===== src/rtl/io_memory_map.sv =====
// MIPS150 X-stage address decode plus memory-mapped IO: UART RX/TX FIFOs,
// cycle and instruction counters, and the DMEM/IMEM store-enable split.

module io_fifo #(
   parameter int unsigned DEPTH = 8,
   parameter int unsigned W     = 8
) (
   input  logic         clk,
   input  logic         rst,
   input  logic         push,
   input  logic [W-1:0] push_data,
   input  logic         pop,
   output logic [W-1:0] head,
   output logic         full,
   output logic         empty
);
   localparam int unsigned AW = $clog2(DEPTH);
   localparam int unsigned PW = AW + 1;

   logic [PW-1:0] wr_ptr;
   logic [PW-1:0] rd_ptr;
   logic [W-1:0]  mem [DEPTH];
   logic          do_push;
   logic          do_pop;

   // Extra pointer MSB distinguishes full from empty when the indices match.
   assign empty   = (wr_ptr == rd_ptr);
   assign full    = (wr_ptr[AW] != rd_ptr[AW]) && (wr_ptr[AW-1:0] == rd_ptr[AW-1:0]);
   assign do_push = push & ~full;
   assign do_pop  = pop & ~empty;
   assign head    = empty ? '0 : mem[rd_ptr[AW-1:0]];

   always_ff @(posedge clk) begin
      if (rst) begin
         wr_ptr <= '0;
         rd_ptr <= '0;
      end else begin
         if (do_push) wr_ptr <= wr_ptr + PW'(1);
         if (do_pop)  rd_ptr <= rd_ptr + PW'(1);
      end
   end

   always_ff @(posedge clk) begin
      if (do_push) mem[wr_ptr[AW-1:0]] <= push_data;
   end
endmodule

module io_memory_map #(
   parameter int unsigned FIFO_DEPTH = 8,
   parameter int unsigned CNT_W      = 32
) (
   input  logic        clk,
   input  logic        rst,
   input  logic [31:0] addr,
   input  logic [3:0]  store_mask,
   input  logic [31:0] store_data,
   input  logic        mem_read,
   input  logic        instr_valid,
   output logic [3:0]  store_mask_dmem,
   output logic [3:0]  store_mask_imem,
   output logic        load_io_sel,
   output logic [31:0] io_rdata,
   input  logic [7:0]  rx_in_data,
   input  logic        rx_in_valid,
   output logic        rx_in_ready,
   output logic [7:0]  tx_out_data,
   output logic        tx_out_valid,
   input  logic        tx_out_ready
);
   localparam logic [7:0] OFF_RX_STAT = 8'h00;
   localparam logic [7:0] OFF_RX_DATA = 8'h04;
   localparam logic [7:0] OFF_TX_STAT = 8'h08;
   localparam logic [7:0] OFF_TX_DATA = 8'h0C;
   localparam logic [7:0] OFF_CYC_CNT = 8'h10;
   localparam logic [7:0] OFF_INS_CNT = 8'h14;
   localparam logic [7:0] OFF_CNT_CLR = 8'h18;

   logic             io_sel;
   logic             is_store;
   logic             io_load;
   logic             io_store;
   logic [7:0]       off;
   logic [7:0]       rx_head;
   logic [7:0]       tx_head;
   logic             rx_full;
   logic             rx_empty;
   logic             tx_full;
   logic             tx_empty;
   logic             rx_pop;
   logic             tx_push_req;
   logic             tx_pop;
   logic             cnt_clr;
   logic             tx_overflow;
   logic [CNT_W-1:0] cycle_cnt;
   logic [CNT_W-1:0] instr_cnt;
   logic             unused_bits;

   assign unused_bits = ^{addr[30], addr[27:8], store_data[31:8]};

   assign io_sel   = addr[31];
   assign off      = addr[7:0];
   assign is_store = |store_mask;
   assign io_load  = io_sel & mem_read;
   assign io_store = io_sel & is_store;

   assign store_mask_dmem = (~addr[31] & addr[28]) ? store_mask : 4'b0000;
   assign store_mask_imem = (~addr[31] & addr[29]) ? store_mask : 4'b0000;
   assign load_io_sel     = mem_read & addr[31];

   assign rx_pop      = io_load & (off == OFF_RX_DATA);
   assign tx_push_req = io_store & (off == OFF_TX_DATA);
   assign tx_pop      = ~tx_empty & tx_out_ready;
   assign cnt_clr     = io_store & (off == OFF_CNT_CLR);

   assign rx_in_ready  = ~rx_full;
   assign tx_out_valid = ~tx_empty;
   assign tx_out_data  = tx_head;

   io_fifo #(.DEPTH(FIFO_DEPTH), .W(8)) u_rx_fifo (
      .clk       (clk),
      .rst       (rst),
      .push      (rx_in_valid),
      .push_data (rx_in_data),
      .pop       (rx_pop),
      .head      (rx_head),
      .full      (rx_full),
      .empty     (rx_empty)
   );

   // Fullness is judged before any same-cycle UART pop, so a push into a full FIFO drops.
   io_fifo #(.DEPTH(FIFO_DEPTH), .W(8)) u_tx_fifo (
      .clk       (clk),
      .rst       (rst),
      .push      (tx_push_req),
      .push_data (store_data[7:0]),
      .pop       (tx_pop),
      .head      (tx_head),
      .full      (tx_full),
      .empty     (tx_empty)
   );

   always_ff @(posedge clk) begin
      if (rst) begin
         tx_overflow <= 1'b0;
         cycle_cnt   <= '0;
         instr_cnt   <= '0;
      end else begin
         if (tx_push_req & tx_full)                    tx_overflow <= 1'b1;
         else if (io_load & (off == OFF_TX_STAT))      tx_overflow <= 1'b0;
         if (cnt_clr) begin
            cycle_cnt <= '0;
            instr_cnt <= '0;
         end else begin
            cycle_cnt <= cycle_cnt + CNT_W'(1);
            if (instr_valid) instr_cnt <= instr_cnt + CNT_W'(1);
         end
      end
   end

   // Read mux reflects current state; zero unless an IO load is in X.
   always_comb begin
      io_rdata = 32'h0;
      if (io_load) begin
         case (off)
            OFF_RX_STAT: io_rdata = {31'b0, ~rx_empty};
            OFF_RX_DATA: io_rdata = {24'b0, rx_head};
            OFF_TX_STAT: io_rdata = {30'b0, tx_overflow, ~tx_full};
            OFF_CYC_CNT: io_rdata = 32'(cycle_cnt);
            OFF_INS_CNT: io_rdata = 32'(instr_cnt);
            default:     io_rdata = 32'h0;
         endcase
      end
   end
endmodule


===== config.mk =====
export PLATFORM = sky130hd
export DESIGN_NAME = io_memory_map
export DESIGN_NICKNAME = d
export VERILOG_FILES = /design/src/rtl/io_memory_map.sv
export SDC_FILE = /design/constraint.sdc
export NUM_CORES = 1
export LEC_CHECK = 0
export CAP_MARGIN = 25
export CORE_AREA = 10 10 144 146
export CTS_CLUSTER_DIAMETER = 50
export DETAILED_ROUTE_END_ITERATION = 10
export DIE_AREA = 0 0 154 156
export PLACE_DENSITY = 0.79
export SLEW_MARGIN = 20
export SYNTH_ARGS = -nofsm -noshare
export SYNTH_HDL_FRONTEND = slang
export SYNTH_SLANG_ARGS = --single-unit

===== constraint.sdc =====
create_clock -name clk -period 4.4 [get_ports clk]
set_clock_uncertainty 0.05 [all_clocks]
set_input_delay 0.44 -clock clk [delete_from_list [all_inputs] [get_ports clk]]
set_output_delay 0.44 -clock clk [all_outputs]
set_load 0.005 [all_outputs]

Word-level counts from Yosys, hierarchy flattened
Memory sizes are Yosys's and may differ from the RTL's. A register that Yosys moved wholly into a read port is not among the register bits.
Index checks and enable logic that the tools add are counted.
{"block": "classes", "add_sub_neg": 6, "n_mul": 0, "div": 0, "order_cmp": 0, "n_eq_ne": 12, "shift": 0, "muxes": 16, "bitwise_logic": 19, "reduce_logical": 6}
{"cell": "$pmux 32 s5", "count": 1}
{"cell": "$add 32x1->32 const B", "count": 2}
{"cell": "$mux 32", "count": 1}
{"cell": "$eq 8x5->1 const B", "count": 3}
{"cell": "$add 4x1->4 const B", "count": 4}
{"cell": "$eq 8x4->1 const B", "count": 2}
{"cell": "$mux 8", "count": 2}
{"cell": "$and 1x1->1", "count": 14}
{"cell": "$mux 3", "count": 4}
{"cell": "$eq 4x4->1", "count": 2}
{"cell": "$eq 8x3->1 const B", "count": 1}
{"cell": "$logic_not 8->1", "count": 1}
{"cell": "$mux 4", "count": 2}
{"cell": "$eq 3x3->1", "count": 2}
{"cell": "$mux 1", "count": 6}
{"cell": "$not 1->1", "count": 5}
{"cell": "$reduce_or 4->1", "count": 1}
{"cell": "$logic_and 1x1->1", "count": 2}
{"cell": "$ne 1x1->1", "count": 2}
{"cell": "$reduce_bool 2->1", "count": 1}
{"cell": "$reduce_or 2->1", "count": 1}
{"block": "word_totals", "regBits": 81, "latch_bits": 0, "mem_bits_rw": 128, "mem_bits_ro": 0, "out_inout_bits": 51, "word_cells": 68, "mem_count": 2}
{"name": "u_rx_fifo.mem", "words": 8, "word_bits": 8, "read_ports": 1, "rd_ports_with_merged_regs": 1, "wr": 1, "line": "22", "source": "logic [W-1:0] mem [DEPTH];"}
{"name": "u_tx_fifo.mem", "words": 8, "word_bits": 8, "read_ports": 1, "rd_ports_with_merged_regs": 1, "wr": 1, "line": "22"}

Longest topological paths before layout
{"block": "depth", "word_depth": 6, "mapped_depth": 7, "depth_no_buf": 5}

By module
A second synthesis with hierarchy kept.
{"block": "hier_totals", "cells_unflattened": 847, "hier_area_um2": 10246.1}
{"mod": "io_fifo", "instances": 2, "cells_per_inst": 185, "area_per_inst_um2": 3201.8, "seq_area_each_um2": 2142.1}
{"mod": "io_memory_map", "instances": 1, "cells_per_inst": 477, "area_per_inst_um2": 3842.4, "seq_area_each_um2": 1301.2}

Worst setup path after synthesis
OpenSTA, ideal clock, no wires.
{"block": "synth_timing", "kind": "in2reg", "start": "in addr[5]", "end": "mem u_tx_fifo.mem[0][0] (enable)", "setup_time_ns": 0.383, "arrival_time_ns": 2.284, "t_required_ns": 3.967, "setup_slack_ns": 1.682, "cell_stages": 4, "n_path_buf": 0, "cell_sequence": "nor4_1 > nand3_1 > or3_1 > nor3_1"}
{"block": "synth_via", "elab_chain_cells": 5}
{"item": "start: declaration", "line": "54", "source": "input logic [31:0] addr,"}
{"item": "$eq 8x4->1", "line": "111", "source": "assign tx_push_req = io_store & (off == OFF_TX_DATA);"}
{"item": "$and 1x1->1", "line": "111"}
{"item": "$and 1x1->1", "line": "29", "source": "assign do_push = push & ~full;"}
{"item": "$mux 1", "line": "44", "source": "if (do_push) mem[wr_ptr[AW-1:0]] <= push_data;"}
{"item": "$mux 1 (not written as such)", "line": "44"}
{"item": "end: declaration", "line": "22"}
No other way between the ends.

Worst setup path after layout
{"block": "layout_timing", "start": "in addr[1]", "end": "out io_rdata[1]"}
{"block": "layout_via", "elab_chain_cells": 3, "word_cells_on_any_way": 7, "classes_between": "4 x eq/ne; 2 x mux; 1 x reduce/logical"}
{"item": "$eq 8x5->1, or another cell as far along", "line": "164", "source": "case (off)"}
{"item": "$pmux 32 s5 *", "line": "164"}
{"item": "$mux 32 *", "line": "163", "source": "if (io_load) begin"}
{"item": "end: declaration", "line": "62", "source": "output logic [31:0] io_rdata,"}
Mark *: on every way between the ends. The rest lies on a longest branch, timed or not.

==> results.cfg <==
[worst_setup_path]
crit_family = buffers and inverters
slowest_delay_ns = 0.60
critPathCaptureType = output port
cp_num_cells = 7
worst_path_most_repeated_cell = clkdlybuf4s50_1
path_cells = clkdlybuf4s50_1, nor3_1, nand3_1, buf_4, or3_1, a31oi_1, clkdlybuf4s50_1
r2r_slack_ns = 1.78
path_max_fanout = 14
worstPathArrival_ns = 3.09
r2r_end = u_tx_fifo.mem[2][5]$_DFFE_PP_
slowest_stage = clkdlybuf4s50_1
r2r_start = u_tx_fifo.wr_ptr[2]$_SDFFE_PP0P_
crit_buf_inv = 3
crit_path_start_kind = primary input
cp.required_ns = 3.91
critPathKind = primary input to output port
r2r_cells = 4

[clocking]
cts_resized = 0
htreeDepth = 1
clockBufferDepth = 3
cts.sink_count = 215
cts_buffers = 23
cts_root_buffer = clkbuf_16
clkSlewWorstSetupHoldPaths_ns = 0.06
hold_buffers = 0
insertion_delay_ns = 0.49
cts_setup_buffers = 0
cts_tree = built

[pwr]
p_leak_nw = 3.53
vdd_ir_drop_max_v = 0.000466
powerDensity_nw_per_um2 = 364

[timing]
max_freq_mhz = 280
maxSlewViolCount = 0
worst_slack_ns = 0.824
finalCritPeriodShare = 0.813
worstMarginPinSlew_ns = 0.956
relSlewSlack = 0.354
rsz0062_at_grt = no
fin_tns_setup_ns = 0
period_needed_ns = 3.58
finalHoldViolCount = 0
hold_ws_ns = 0.426
setup_viol = 0

[logic_synthesis]
synthFlopType = edfxtp_1
postSynth.asyncResetShare = 0
synth.cells.most_frequent = edfxtp_1, dfxtp_1, nor2_1
ys_seq_area_frac = 0.580
synth_top_area_frac = 0.399
synth_area_leaders = edfxtp_1, dfxtp_1, mux4_2, nor2_1, mux2i_1
synthDistinctLibCells = 52
ys_warn_count = 0
synthCells = 804
synth_nets = 892
avgSynthCellArea_sq_um = 12.0
yosysTopAreaCell = edfxtp_1
ys_ff_latch = 215
syn_area_sq_um = 9640
synth-edff-count = 128
yosysMostFrequentCell = edfxtp_1

[floorplanning]
dieHeight_um = 156
ios = 133
die_area_sq_um = 24000
die_width_um = 154
start_util = 0.540
placementRows = 49
coreArea_sq_um = 17800

[worst_hold_path]
hold_path_end = instr_cnt[31]$_SDFFE_PP0P_
whs_path_depth = 2
min_path_type = flip-flop to flip-flop
holdCritStartpoint = instr_cnt[31]$_SDFFE_PP0P_

[drt]
avgViaCountPerCell = 5.92
wl_per_cell_um = 18.9
first_iter_violations = 362
dr.pass1.iters = 4
ant_nets = 0
vias = 6713
drc = 0
totalWireLength_mm = 21.4

[run]
drv_cap = 0

[status]
outcome = completed

[placed_design]
gp_congestion = 0.838
numPortBuffers = 87
dpl_cell_area_sq_um = 10800
dp_slack_ns = 0.818
hpwl_mm = 15.1
dp.cells = 1093

[finish]
drive_gt1_frac = 0.105
fin_area_sq_um = 11500
fillers = 1360
area_growth_pct = 19.2
layout.nets = 977
fin_cells = 1133
diodes = 0

[global_routing]
grt_max_degree = 33
grt_pass1_wl_mm = 34.9
grt_pass1_vias = 6745
antenna_found_initial = 0
gr-total-overflow = 0
grtUsageTotal = 0.174
## area by class of cell
class | instances | area (sq um) | area share
Inverter | 17 | 63.8 | 0.00555
Multi-Input combinational cell | 523 | 3790 | 0.330
Tap cell | 229 | 287 | 0.0249
Clock buffer | 27 | 601 | 0.0523
Sequential cell | 215 | 5590 | 0.486
Clock inverter | 13 | 131 | 0.0114
Timing Repair Buffer | 109 | 1030 | 0.0899
## sequential cells by signal (all words and copies together), names as in the netlist, named ones only
register          count
u_tx_fifo.rd_ptr      4
u_rx_fifo.rd_ptr      4
instr_cnt            32
tx_overflow           1
u_tx_fifo.mem        64
u_tx_fifo.wr_ptr      4
u_rx_fifo.mem        64
u_rx_fifo.wr_ptr      4
cycle_cnt            32
## layer usage
metal,GRT usage,vias to the layer above,wire length (um),part of all wire
li1,-,3253,-,-
met1,0.207,3311,8840,0.41
met2,0.310,114,11000,0.52
met3,0.0356,35,1000,0.047
met4,0.0553,0,531,0.025
met5,0,-,0,0
## worst max-delay path by stage
| stage | start | end | slack, ns |
|---|---|---|---|
| 6_report | addr[1] | io_rdata[1] | 0.82 |
| 5_1_grt | flip-flop | io_rdata[1] | 0.62 |
| 4_1_cts | flip-flop | io_rdata[1] | 0.77 |
| 3_5_place_dp | addr[1] | io_rdata[1] | 0.82 |
| 3_3_place_gp | addr[31] | io_rdata[0] | 0.92 |
| 2_1_floorplan | addr[5] | u_tx_fifo.mem[0][0]$_DFFE_PP_ | 1.68 |
## cell usage in the layout (no fill, tap or decap), types with 5 or more instances in the layout
| master | n |
|---|---|
| nand4_1 | 19 |
| a21oi_1 | 44 |
| mux2i_1 | 29 |
| nor2_1 | 85 |
| edfxtp_1 | 128 |
| nand2_1 | 31 |
| a22oi_1 | 24 |
| nor3_1 | 17 |
| clkbuf_16 | 23 |
| mux4_2 | 30 |
| and4_1 | 9 |
| and3_1 | 7 |
| xor2_1 | 17 |
| or4_1 | 28 |
| o21ai_0 | 19 |
| nand3_1 | 34 |
| o32a_1 | 6 |
| ha_1 | 6 |
| nand2b_1 | 5 |
| clkdlybuf4s50_1 | 87 |
| o31ai_1 | 23 |
| inv_1 | 17 |
| nor2b_1 | 6 |
| or3_1 | 17 |
| buf_4 | 21 |
| and2_1 | 9 |
| xnor2_1 | 18 |
| dfxtp_1 | 87 |
| nor4_1 | 7 |
## power by group
part / internal, mW / switching [mW]
clock network: 1.10 / 0.776
registers: 2.15 / 0.0135
logic: 0.0652 / 0.0793
total: 3.31 / 0.868
## worst min-delay path: cells and delay by family, from the launching register on
| kind | cells | cell delay (ns) |
|---|---|---|
| DFF | 1 | 0.31 |
| AOI/OAI and AO/OA | 2 | 0.11 |
## kinds of logic after synthesis
kind of cell	after synthesis	synth area share
and+or+nand+nor	285	0.158
DFF	215	0.580
AOI/OAI and AO/OA	134	0.0910
buffers and inverters	66	0.0274
muxes	63	0.105
xor gates and xnor gates	35	0.0318
adders and majority gates	6	0.00779
## through the flow
stage	util	total power [mW]
after floorplan	-	2.27
after global placement	0.603	2.34
after detailed placement	0.603	2.35
after CTS	0.644	4.21
after global routing	0.644	4.30
final	0.644	4.18
Note: power is estimated with default switching activity, not from simulation.
